`src/rtl/b_pipe_pkg.sv`:
```
// Shared constants for the B-operand input pipeline.
package b_pipe_pkg;

    localparam logic        SEL_DIRECT  = 1'b0;
    localparam logic        SEL_CASCADE = 1'b1;
    localparam int unsigned MAX_DEPTH   = 4;
    localparam int unsigned OCC_W       = 3;

endpackage

```
`src/rtl/pipe_stage.sv`:
```
// One operand register plus its valid bit; FLUSH wins over CE, RSTB clears asynchronously.
module pipe_stage #(
    parameter int unsigned WIDTH = 18
) (
    input  logic             CLK,
    input  logic             RSTB,
    input  logic             CE,
    input  logic             FLUSH,
    input  logic [WIDTH-1:0] D,
    input  logic             VLD_D,
    output logic [WIDTH-1:0] Q,
    output logic             VLD_Q
);

    // Data and valid advance together; invalid slots still carry data.
    always_ff @(posedge CLK or posedge RSTB) begin
        if (RSTB) begin
            Q     <= '0;
            VLD_Q <= 1'b0;
        end else if (FLUSH) begin
            Q     <= '0;
            VLD_Q <= 1'b0;
        end else if (CE) begin
            Q     <= D;
            VLD_Q <= VLD_D;
        end
    end

endmodule

```
`src/rtl/b_input_pipe.sv`:
```
// B-operand input pipeline: direct/cascade select followed by DEPTH register stages
// with per-slot valid bits and a running occupancy count.
module b_input_pipe
    import b_pipe_pkg::*;
#(
    parameter int unsigned WIDTH = 18,
    parameter int unsigned DEPTH = 1
) (
    input  logic             CLK,
    input  logic             RSTB,
    input  logic             CE,
    input  logic             FLUSH,
    input  logic             SEL,
    input  logic [WIDTH-1:0] BIN,
    input  logic [WIDTH-1:0] BCIN,
    input  logic             VLD_IN,
    output logic [WIDTH-1:0] BOUT,
    output logic [WIDTH-1:0] BCOUT,
    output logic             VLD_OUT,
    output logic [OCC_W-1:0] OCC
);

    logic [WIDTH-1:0] sel_operand;

    // Source mux, sampled in the same cycle as the data it selects.
    assign sel_operand = (SEL == SEL_CASCADE) ? BCIN : BIN;

    if (DEPTH > MAX_DEPTH) begin : g_depth_check
        $error("b_input_pipe: DEPTH %0d exceeds MAX_DEPTH %0d", DEPTH, MAX_DEPTH);
    end

    if (DEPTH == 0) begin : g_comb
        logic unused_ctrl;

        // Zero-depth build is a pure wire path; clock-side controls are unused.
        assign unused_ctrl = ^{CLK, RSTB, CE, FLUSH};
        assign BOUT        = sel_operand;
        assign BCOUT       = sel_operand;
        assign VLD_OUT     = VLD_IN;
        assign OCC         = '0;
    end else begin : g_pipe
        logic [WIDTH-1:0] chain_d [DEPTH+1];
        logic [DEPTH:0]   chain_v;
        logic [OCC_W-1:0] occ_q;

        assign chain_d[0] = sel_operand;
        assign chain_v[0] = VLD_IN;

        for (genvar k = 0; k < int'(DEPTH); k++) begin : g_stage
            pipe_stage #(
                .WIDTH (WIDTH)
            ) u_stage (
                .CLK   (CLK),
                .RSTB  (RSTB),
                .CE    (CE),
                .FLUSH (FLUSH),
                .D     (chain_d[k]),
                .VLD_D (chain_v[k]),
                .Q     (chain_d[k+1]),
                .VLD_Q (chain_v[k+1])
            );
        end

        // Occupancy tracks valid bits entering stage 0 and leaving the last stage.
        always_ff @(posedge CLK or posedge RSTB) begin
            if (RSTB) begin
                occ_q <= '0;
            end else if (FLUSH) begin
                occ_q <= '0;
            end else if (CE) begin
                occ_q <= occ_q + OCC_W'(VLD_IN) - OCC_W'(chain_v[DEPTH]);
            end
        end

        assign BOUT    = chain_d[DEPTH];
        assign BCOUT   = chain_d[DEPTH];
        assign VLD_OUT = chain_v[DEPTH];
        assign OCC     = occ_q;
    end

endmodule

```
`config.mk`:
```
export PLATFORM = sky130hd
export DESIGN_NAME = b_input_pipe
export DESIGN_NICKNAME = d
export VERILOG_FILES = /design/src/rtl/b_pipe_pkg.sv /design/src/rtl/pipe_stage.sv /design/src/rtl/b_input_pipe.sv
export SDC_FILE = /design/constraint.sdc
export NUM_CORES = 1
export LEC_CHECK = 0
export BUFFER_PORTS_ARGS = -buffer_cell sky130_fd_sc_hd__buf_2
export CAP_MARGIN = 20
export CORE_ASPECT_RATIO = 1.2
export CORE_MARGIN = 2
export CORE_UTILIZATION = 38
export CTS_CLUSTER_SIZE = 10
export DETAILED_ROUTE_END_ITERATION = 16
export GPL_TIMING_DRIVEN = 1
export PLACE_DENSITY = 0.79
export SYNTH_ARGS = -nofsm -noshare
export SYNTH_HDL_FRONTEND = slang
export SYNTH_SLANG_ARGS = --single-unit
export TNS_END_PERCENT = 20
```
`constraint.sdc`:
```
create_clock -name CLK -period 1.95 [get_ports CLK]
set_clock_uncertainty 0.2 [all_clocks]
set_input_delay 0.0975 -clock CLK [delete_from_list [all_inputs] [get_ports CLK]]
set_output_delay 0.0975 -clock CLK [all_outputs]
set_load 0.01 [all_outputs]
```
==> results by stage, run 1 <==
Hold path:
- The class of the tightest hold or removal check is input pin to flip-flop.

Global route:
- The first global-routing pass estimated 5580 um of wire.
- The maximum number of pins on one net before global-route repair is 25.
- The number of global-route vias before repair came to 1249.
- Global routing used 18.6% of the available tracks across all layers.
- The sum of overflow across all layers after global routing is 0.
- The initial antenna violation count is 0.

Timing:
- The tightest hold path in the finished design has a slack of 0.0410 ns.
- Setup repair after global routing could not meet its margin everywhere.
- For this run, the top clock speed supported by timing is 0.488 GHz.
- The final hold violation count is 0.
- The slack of the critical path is -0.0987 ns.
- The minimum clock period is 2.05 ns.
- Setup violations remaining at the end of the flow were counted as 1.
- The worst slew margin relative to its limit is 63.7%.
- After layout, the worst path uses 105% of the clock period.
- The max-slew violation total from the final report is 0.
- The slew at the pin with the worst max-slew slack is 0.544 ns.

Logic synthesis:
- The fraction of synthesized cell area taken by the top area cell type is 43.6%.
- The net count after synthesis is 166.
- Synthesis instantiated 17 different standard cells from the library.
- The post-synthesis cell count is 121.
- The post-synthesis average cell area is 10.4 um2.
- Yosys printed 0 warnings.
- Ranked by instance count, the synthesized netlist is headed by sky130_fd_sc_hd__dfrtp_1, sky130_fd_sc_hd__nor2_1, sky130_fd_sc_hd__mux2i_1.
- The number of flops mapped to enable cells by yosys is 0.
- The share of the Yosys chip area taken by registers is 43.6%.
- Ranked by total cell area, the synthesized netlist is headed by sky130_fd_sc_hd__dfrtp_1, sky130_fd_sc_hd__mux2i_1, sky130_fd_sc_hd__a211oi_1.
- The cell taking the most area after synthesis is sky130_fd_sc_hd__dfrtp_1.
- The cell area that synthesis handed to floorplanning was 0.00126 mm2.
- The predominant post-synthesis flop cell is sky130_fd_sc_hd__dfrtp_1.
- Of all flip-flops after synthesis, the portion carrying an async set or reset was 100%.
- After synthesis the netlist holds a flip-flop and latch count of 22.

Power:
- The relative contribution of combinational cells to total power is 33.6%.
- The power density of the placed cells is 540 mW/mm2.
- Sequential cells account for 48.2% of the total power.
- The internal power consumption is 0.000761 W.
- The design draws 0.00108 W.
- The largest voltage drop on the vdd net is 0.342 mV.
- The switching power summed over all nets is 0.000317 W.
- The static leakage is 1.09 nW.
- The share of total power in the clock network is 18.2%.
- The fraction of power spent switching nets is 29.4%.

Clock tree:
- CTS built an H-tree with a depth of 1.
- Counting along the longest clock path gives a buffer depth of 2.
- Clock-pin slew was measured on the worst setup and hold paths at 0.11 ns.
- The number of sinks on the clock net is 22.
- The source-to-sink clock delay at the later pin of the worst-skew pair is 0.29 ns.
- TritonCTS built the clock tree.
- Counting the buffers created by CTS gives 3.
- The tree is rooted in a sky130_fd_sc_hd__clkbuf_4.

Floorplan:
- For this configuration, the core starts out at a cell density of 40.6%.
- The floorplan step defined a core boundary enclosing 0.00311 mm2.
- The die footprint is 0.00380 mm2.
- 82 I/O pins were placed.
- From bottom edge to top edge, the die measures 67.1 um.
- The number of standard-cell rows in the floorplan is 22.
- The die width is 56.6 um.

Worst setup path:
- The register-to-register path setup slack is -0.1 ns.
- The critical path data arrival time is 2.05 ns.
- The data required time at the worst endpoint is 1.95 ns.
- The worst setup path is launched from a flip-flop.
- The setup path with the least slack is of type flip-flop to flip-flop.
- The worst setup path is captured at a flip-flop.
- The largest fanout on the critical path is 2.

Drt:
- In the final routed layout, each cell accounts on average for 13.3 um.
- The count of routing violations after the opening detailed-route iteration is 14.
- The count of antenna-violating nets left after detailed routing is 0.
- The total vias in the final route is 1247.
- After detailed routing, the number of remaining DRC violations is 0.
- The first detailed-routing pass ran for 4 iterations.
- For this block, the routed nets add up to 3440 um of wire.
- In the routed layout, each cell is associated on average with a via count of 4.81.

Run status:
- The final reports fail on setup timing.
- The run finished, with violations left.

Cells and area:
- The count of fill cells added during filler insertion is 249.
- Cells with a size suffix above 1 make up 43.9% of the layout.
- The area occupied by multi-input gates is 526 um2.
- The area added between synthesis and finish is 58.2%.
- The storage element area is 551 um2.
- The net total in the final layout is 270.
- The count of inserted antenna diode cells is 0.

Placement:
- The HPWL after detailed placement is 2030 um.
- At the end of routability-driven placement, the weighted congestion stood at 0.706.
- The number of I/O port buffers is 81.

Flow run:
- The total of max-cap violations is 0.
-- worst max-delay path, cell delays in order (launching register included) --
cell,delay [ns]
sky130_fd_sc_hd__dfrtp_1,0.40
sky130_fd_sc_hd__ha_1,0.30
sky130_fd_sc_hd__inv_2,0.07
sky130_fd_sc_hd__ha_4,0.12
sky130_fd_sc_hd__inv_2,0.03
sky130_fd_sc_hd__fa_2,0.36
sky130_fd_sc_hd__xor2_2,0.18
sky130_fd_sc_hd__a21oi_2,0.07
sky130_fd_sc_hd__a31o_2,0.22
-- stage by stage --
| stage | setup TNS (ns) | setup WS [ns] | std cells | cell area (um2) | util [%] |
|---|---|---|---|---|---|
| after global placement | -0.0131 | -0.0131 | 216 | 1560 | 50.0 |
| after CTS | -0.0757 | -0.0757 | 258 | 1970 | 63.4 |
| after detailed placement | -0.0859 | -0.0859 | 216 | 1560 | 50.0 |
| after global routing | -0.182 | -0.182 | 259 | 2000 | 64.2 |
| after floorplan | -0.0590 | -0.0590 | 121 | 1260 | - |
| final | -0.0987 | -0.0987 | 259 | 2000 | 64.2 |
-- repair_timing --
action	CTS	global route
hold buffers	38	0
endpoints found under the setup margin	1	2
gates cloned	0	0
resized for setup	1	5
hold endpoints to repair	43	0
setup buffers	1	1
pin swaps	0	3
-- flip-flops by register name (all words and copies together) (netlist names) --
register                      cells
OCC                               3
g_pipe.g_stage.u_stage.Q         18
g_pipe.g_stage.u_stage.VLD_Q      1
-- cell type report --
cell class	instances	share of cell area, %
multi-input combinational	68	26.3
tap	36	2.26
inverter	4	0.752
clock buffer	3	1.13
sequential	22	27.6
timing repair buffer	126	42.0
-- worst paths after layout --
check	startpoint	endpoint	depth (start not counted)
min in group asynchronous	RSTB	g_pipe.g_stage[0].u_stage.Q[9]$_DFFE_PP0P_	4
hold / removal	CE	OCC[1]$_DFFE_PP0P_	3
setup / recovery	g_pipe.g_stage[0].u_stage.VLD_Q$_DFFE_PP0P_	OCC[2]$_DFFE_PP0P_	8
hold reg to reg	g_pipe.g_stage[0].u_stage.Q[16]$_DFFE_PP0P_	g_pipe.g_stage[0].u_stage.Q[16]$_DFFE_PP0P_	2
max in group asynchronous	RSTB	g_pipe.g_stage[0].u_stage.Q[3]$_DFFE_PP0P_	4
setup reg to reg	g_pipe.g_stage[0].u_stage.VLD_Q$_DFFE_PP0P_	OCC[2]$_DFFE_PP0P_	8
-- cells in the final DEF (no fill, tap or decap), types with 2 or more instances in the layout --
cell | synthesis | layout
sky130_fd_sc_hd__dfrtp_1 | 22 | 22
sky130_fd_sc_hd__a211oi_1 | 19 | 19
sky130_fd_sc_hd__nor2_1 | 22 | 22
sky130_fd_sc_hd__clkbuf_4 | 0 | 3
sky130_fd_sc_hd__dlygate4sd3_1 | 0 | 38
sky130_fd_sc_hd__mux2i_1 | 20 | 20
sky130_fd_sc_hd__buf_2 | 4 | 81
sky130_fd_sc_hd__inv_1 | 4 | 2
sky130_fd_sc_hd__buf_4 | 18 | 7
sky130_fd_sc_hd__inv_2 | 0 | 2
-- layer usage --
metal	part of all wire (%)	vias to the layer above	track usage (%)
met2	52	50	34.3
met3	6.2	6	2.11
met5	0	-	0
met1	40	591	21.4
met4	1.9	0	9.23
li1	-	600	-
-- kinds of logic (layout without fill, tap and decap cells) --
group	after synthesis	after routing	share of synthesized area (%)
compound gates	21	21	12.4
xor+xnor	1	1	0.694
fa+ha+maj	3	3	3.57
buf+inv	31	133	16.8
flops	22	22	43.6
mux	20	20	15.9
simple gates	23	23	7.04
-- power groups by stage --
| stage | logic [W] | clock network, W | registers, W |
|---|---|---|---|
| finish | 0.000362 | 0.000196 | 0.000520 |
| global route | 0.000400 | 0.000228 | 0.000525 |
| CTS | 0.000349 | 0.000209 | 0.000518 |
| detailed placement | 0.000274 | 0 | 0.000526 |
| global placement | 0.000267 | 0 | 0.000524 |
| floorplan | 0.000170 | 0 | 0.000543 |
Note: power is estimated with default switching activity, not from simulation.
==> run 2, diff against run 1 <==
--- a/config.mk
+++ b/config.mk
@@ -12,8 +12,9 @@
 export CORE_UTILIZATION = 38
 export CTS_CLUSTER_SIZE = 10
 export DETAILED_ROUTE_END_ITERATION = 16
-export GPL_TIMING_DRIVEN = 1
+export GPL_TIMING_DRIVEN = 0
 export PLACE_DENSITY = 0.79
+export SLEW_MARGIN = 20
 export SYNTH_ARGS = -nofsm -noshare
 export SYNTH_HDL_FRONTEND = slang
 export SYNTH_SLANG_ARGS = --single-unit
==> run 2 against run 1 <==
  * The run still ends with setup timing left
  * Combinational power rose by 12%
  * Sequential share of layout area fell by 2.0 points
  * Cell area rose by 8.0%
  * Setup slack improved by 0.044 ns
  * Via count rose by 7.4%
  * Global-route usage rose by 3.2 points
  * Critical path depth rose by 1
  * Routed wire length rose by 11%
  * Clock-buffer cell count did not move
  * First-iteration DRC count rose to 2.8 times the previous value
  * Clock power rose by 3%
  * Power rose by 4.8%
  * Critical path type unchanged
  * Largest cell class unchanged
==> results by stage, run 2 (synthesis results as in run 1) <==
Timing:
- Setup repair after global routing could not meet its margin everywhere.
- The slew at the pin with the worst max-slew slack is 0.833 ns (+0.289 ns).
- The final-report setup violation count came to 1 (unchanged).
- The share of the clock period used by the worst path is 103% (-2.3 points).
- The highest achievable clock rate is 0.499 GHz (+2.2%).
- The worst slew margin relative to its limit came to 44.4% (-19 points).
- The final worst hold slack is 0.292 ns (+0.251 ns).
- The minimum clock period is 2.00 ns (-0.0441 ns).
- The final hold violation count is 0 (unchanged).
- The slack of the critical path is -0.0546 ns (+0.0441 ns).
- The max-slew violation total from the final report was 0 (unchanged).

Clock tree:
- The number of sinks on the clock net came to 22 (unchanged).
- The level count of the clock H-tree is 1 (unchanged).
- The number of buffers added by the clock tree synthesis step is 3 (unchanged).
- The clock transition at the register clock pins on the worst setup and hold paths after CTS is 0.11 ns (about the same).
- The source-to-sink clock delay at the later pin of the worst-skew pair came to 0.30 ns (about the same).
- TritonCTS built the clock tree.
- CTS placed an instance of sky130_fd_sc_hd__clkbuf_4 at the clock tree root.
- The maximum number of buffers from clock root to sink is 2 (unchanged).

Power:
- The sequential share of power is 46.0% (-2.2 points).
- The power density of the placed cells is 524 mW/mm2 (-3.0%).
- The fraction of power spent switching nets is 29.4% (about the same).
- The share of total power in the clock network is 17.9% (-0.3 points).
- The relative contribution of combinational cells to total power is 36.1% (+2.5 points).
- The static leakage is 1.19 nW (+9.9%).
- The largest voltage drop on the vdd net is 0.324 mV (-5.3%).
- The internal power consumption is 0.000797 W (+4.7%).
- The switching power summed over all nets is 0.000332 W (+4.8%).

Cells and area:
- The fraction of layout instances using a drive strength above 1 is 46.5% (+2.6 points).
- The count of inserted antenna diode cells came to 0 (unchanged).
- In the layout the commonest cells are sky130_fd_sc_hd__buf_2, sky130_fd_sc_hd__dlygate4sd3_1, sky130_fd_sc_hd__dfrtp_1, sky130_fd_sc_hd__nor2_1, sky130_fd_sc_hd__buf_4.
- The count of fill cells added during filler insertion is 237 (-4.8%).
- The end-of-flow core utilization came to 69.3% (+5.1 points).
- The flip-flop count of the largest register after layout is 18 (unchanged).
- Leaving out fill and tap cells, the most frequent cell in the layout is sky130_fd_sc_hd__buf_2.
- The net total in the final layout was 292 (+8.1%).
- The register with the most flip-flops is g_pipe.g_stage.u_stage.Q.
- The area added between synthesis and finish is 70.9%.
- The summed area of non-filler cells in the final layout is 0.00216 mm2 (+8.0%).

Placement:
- The number of I/O port buffers is 79 (-2.5%).
- The cell area after placement is 0.00171 mm2 (+9.7%).
- The HPWL after detailed placement is 2320 um (+14%).
- The last weighted congestion value of the routability-driven placer is 0.722 (+2.2%).

Floorplan:
- The die width was 56.6 um (unchanged).
- The effective utilization at floorplan is 40.6% (unchanged).
- The die footprint is 0.00380 mm2 (unchanged).
- The chip height was 67.1 um (unchanged).
- The core footprint is 0.00311 mm2 (unchanged).
- The number of primary I/O pins is 82 (unchanged).
- The number of standard-cell rows in the floorplan is 22 (unchanged).

Drt:
- The count of routing violations after the opening detailed-route iteration came to 39 (+25).
- The final routed DRC violation total was 0 (unchanged).
- The number of search-and-repair iterations in the first detailed-routing pass is 4 (unchanged).
- The routed wire length is 3820 um (+11%).
- The per-cell via count in the routed design is 4.77 (-1.0%).
- The met2 routed wirelength came to 2060 um (+15%).
- The routed metal-1 wirelength is 1390 um (+2.1%).
- The routed length per placed instance is 13.6 um (+2.2%).
- The total vias in the final route is 1339 (+7.4%).
- The highest metal layer with signal wires is met4.
- The met3 wirelength from detailed routing came to 249 um (+16%).
- The count of antenna-violating nets left after detailed routing came to 0 (unchanged).

Global route:
- The initial antenna violation count is 0 (unchanged).
- The first-pass GRT wire length is 6420 um (+15%).
- The sum of overflow across all layers after global routing is 0 (unchanged).
- The maximum number of pins on one net before global-route repair is 23 (-8.0%).
- The global router's overall resource usage is 21.8% (+3.2 points).
- The number of global-route vias before repair was 1420 (+14%).

Run status:
- The checks that failed: setup timing.
- The flow ran to the end, but the final reports show violations.

Worst setup path:
- The register-to-register path setup slack was -0.05 ns (+0.04 ns).
- The largest fanout on the critical path is 2 (unchanged).
- The nature of the critical path endpoint is a flip-flop.
- The startpoint kind of the worst setup timing path is a flip-flop.
- The critical path data arrival time is 2.01 ns (-0.04 ns).
- The data required time at the worst endpoint is 1.96 ns (about the same).
- The critical path in this run is classified as flip-flop to flip-flop.

Hold path:
- In this run the worst hold path is classified as input pin to async pin.

Flow run:
- The total of max-cap violations is 0 (unchanged).
[run 2: final cells by class]
cell class / count / area [um2] / area share (%)
Timing Repair Buffer: 121 / 808 / 37.5
Sequential cell: 22 / 551 / 25.5
Multi-Input combinational cell: 68 / 518 / 24.0
Buffer: 27 / 198 / 9.16
Tap cell: 36 / 45.0 / 2.09
Clock buffer: 3 / 22.5 / 1.04
Inverter: 4 / 15.0 / 0.696
[run 2: metrics by stage]
stage / worst slack, ns / setup TNS [ns] / total power (W) / instances
6_report: -0.0546 / -0.0546 / 0.00113 / 281
5_1_grt: -0.177 / -0.177 / 0.00121 / 281
4_1_cts: -0.0641 / -0.0641 / 0.00112 / 279
3_5_place_dp: -0.0871 / -0.0871 / 0.000839 / 236
3_3_place_gp: -0.0788 / -0.0788 / 0.000832 / 236
2_1_floorplan: -0.0590 / -0.0590 / 0.000713 / 121
[run 2: metal layers]
| layer | vias to the layer above | GRT usage, % |
|---|---|---|
| met5 | - | 0 |
| met1 | 624 | 23.8 |
| met2 | 55 | 41.4 |
| met3 | 14 | 2.87 |
| met4 | 0 | 10.4 |
| li1 | 646 | - |
[run 2: what timing repair did]
item / CTS / global route
buffers inserted: 1 / 2
setup endpoints to repair: 1 / 2
resized for setup: 1 / 2
endpoints found under the hold margin: 43 / 0
hold buffers: 39 / 0
gates cloned: 0 / 0
[run 2: worst paths after layout]
check | start | endpoint | cells after the start
worst max-delay path | OCC[0]$_DFFE_PP0P_ | OCC[2]$_DFFE_PP0P_ | 9
worst min-delay path | RSTB | g_pipe.g_stage[0].u_stage.Q[7]$_DFFE_PP0P_ | 3
worst max register to register | OCC[0]$_DFFE_PP0P_ | OCC[2]$_DFFE_PP0P_ | 9
worst min register to register | g_pipe.g_stage[0].u_stage.Q[13]$_DFFE_PP0P_ | g_pipe.g_stage[0].u_stage.Q[13]$_DFFE_PP0P_ | 2
max in group asynchronous | RSTB | g_pipe.g_stage[0].u_stage.Q[15]$_DFFE_PP0P_ | 3
min in group CLK | g_pipe.g_stage[0].u_stage.Q[13]$_DFFE_PP0P_ | g_pipe.g_stage[0].u_stage.Q[13]$_DFFE_PP0P_ | 2
[run 2: worst max-delay path, cell delays in order, from the launching register on]
cell and delay, ns:
sky130_fd_sc_hd__dfrtp_1 0.36, sky130_fd_sc_hd__inv_1 0.05, sky130_fd_sc_hd__ha_1 0.28, sky130_fd_sc_hd__inv_1 0.06, sky130_fd_sc_hd__ha_1 0.13, sky130_fd_sc_hd__inv_1 0.05
sky130_fd_sc_hd__fa_2 0.34, sky130_fd_sc_hd__xor2_2 0.17, sky130_fd_sc_hd__a21oi_2 0.07, sky130_fd_sc_hd__a31o_2 0.21
[run 2: power groups by stage]
stage	clock (W)	combinational [W]	sequential [W]
6_report	0.000202	0.000407	0.000520
3_5_place_dp	0	0.000311	0.000528
3_3_place_gp	0	0.000305	0.000526
2_1_floorplan	0	0.000170	0.000543
5_1_grt	0.000231	0.000448	0.000526
4_1_cts	0.000213	0.000392	0.000519
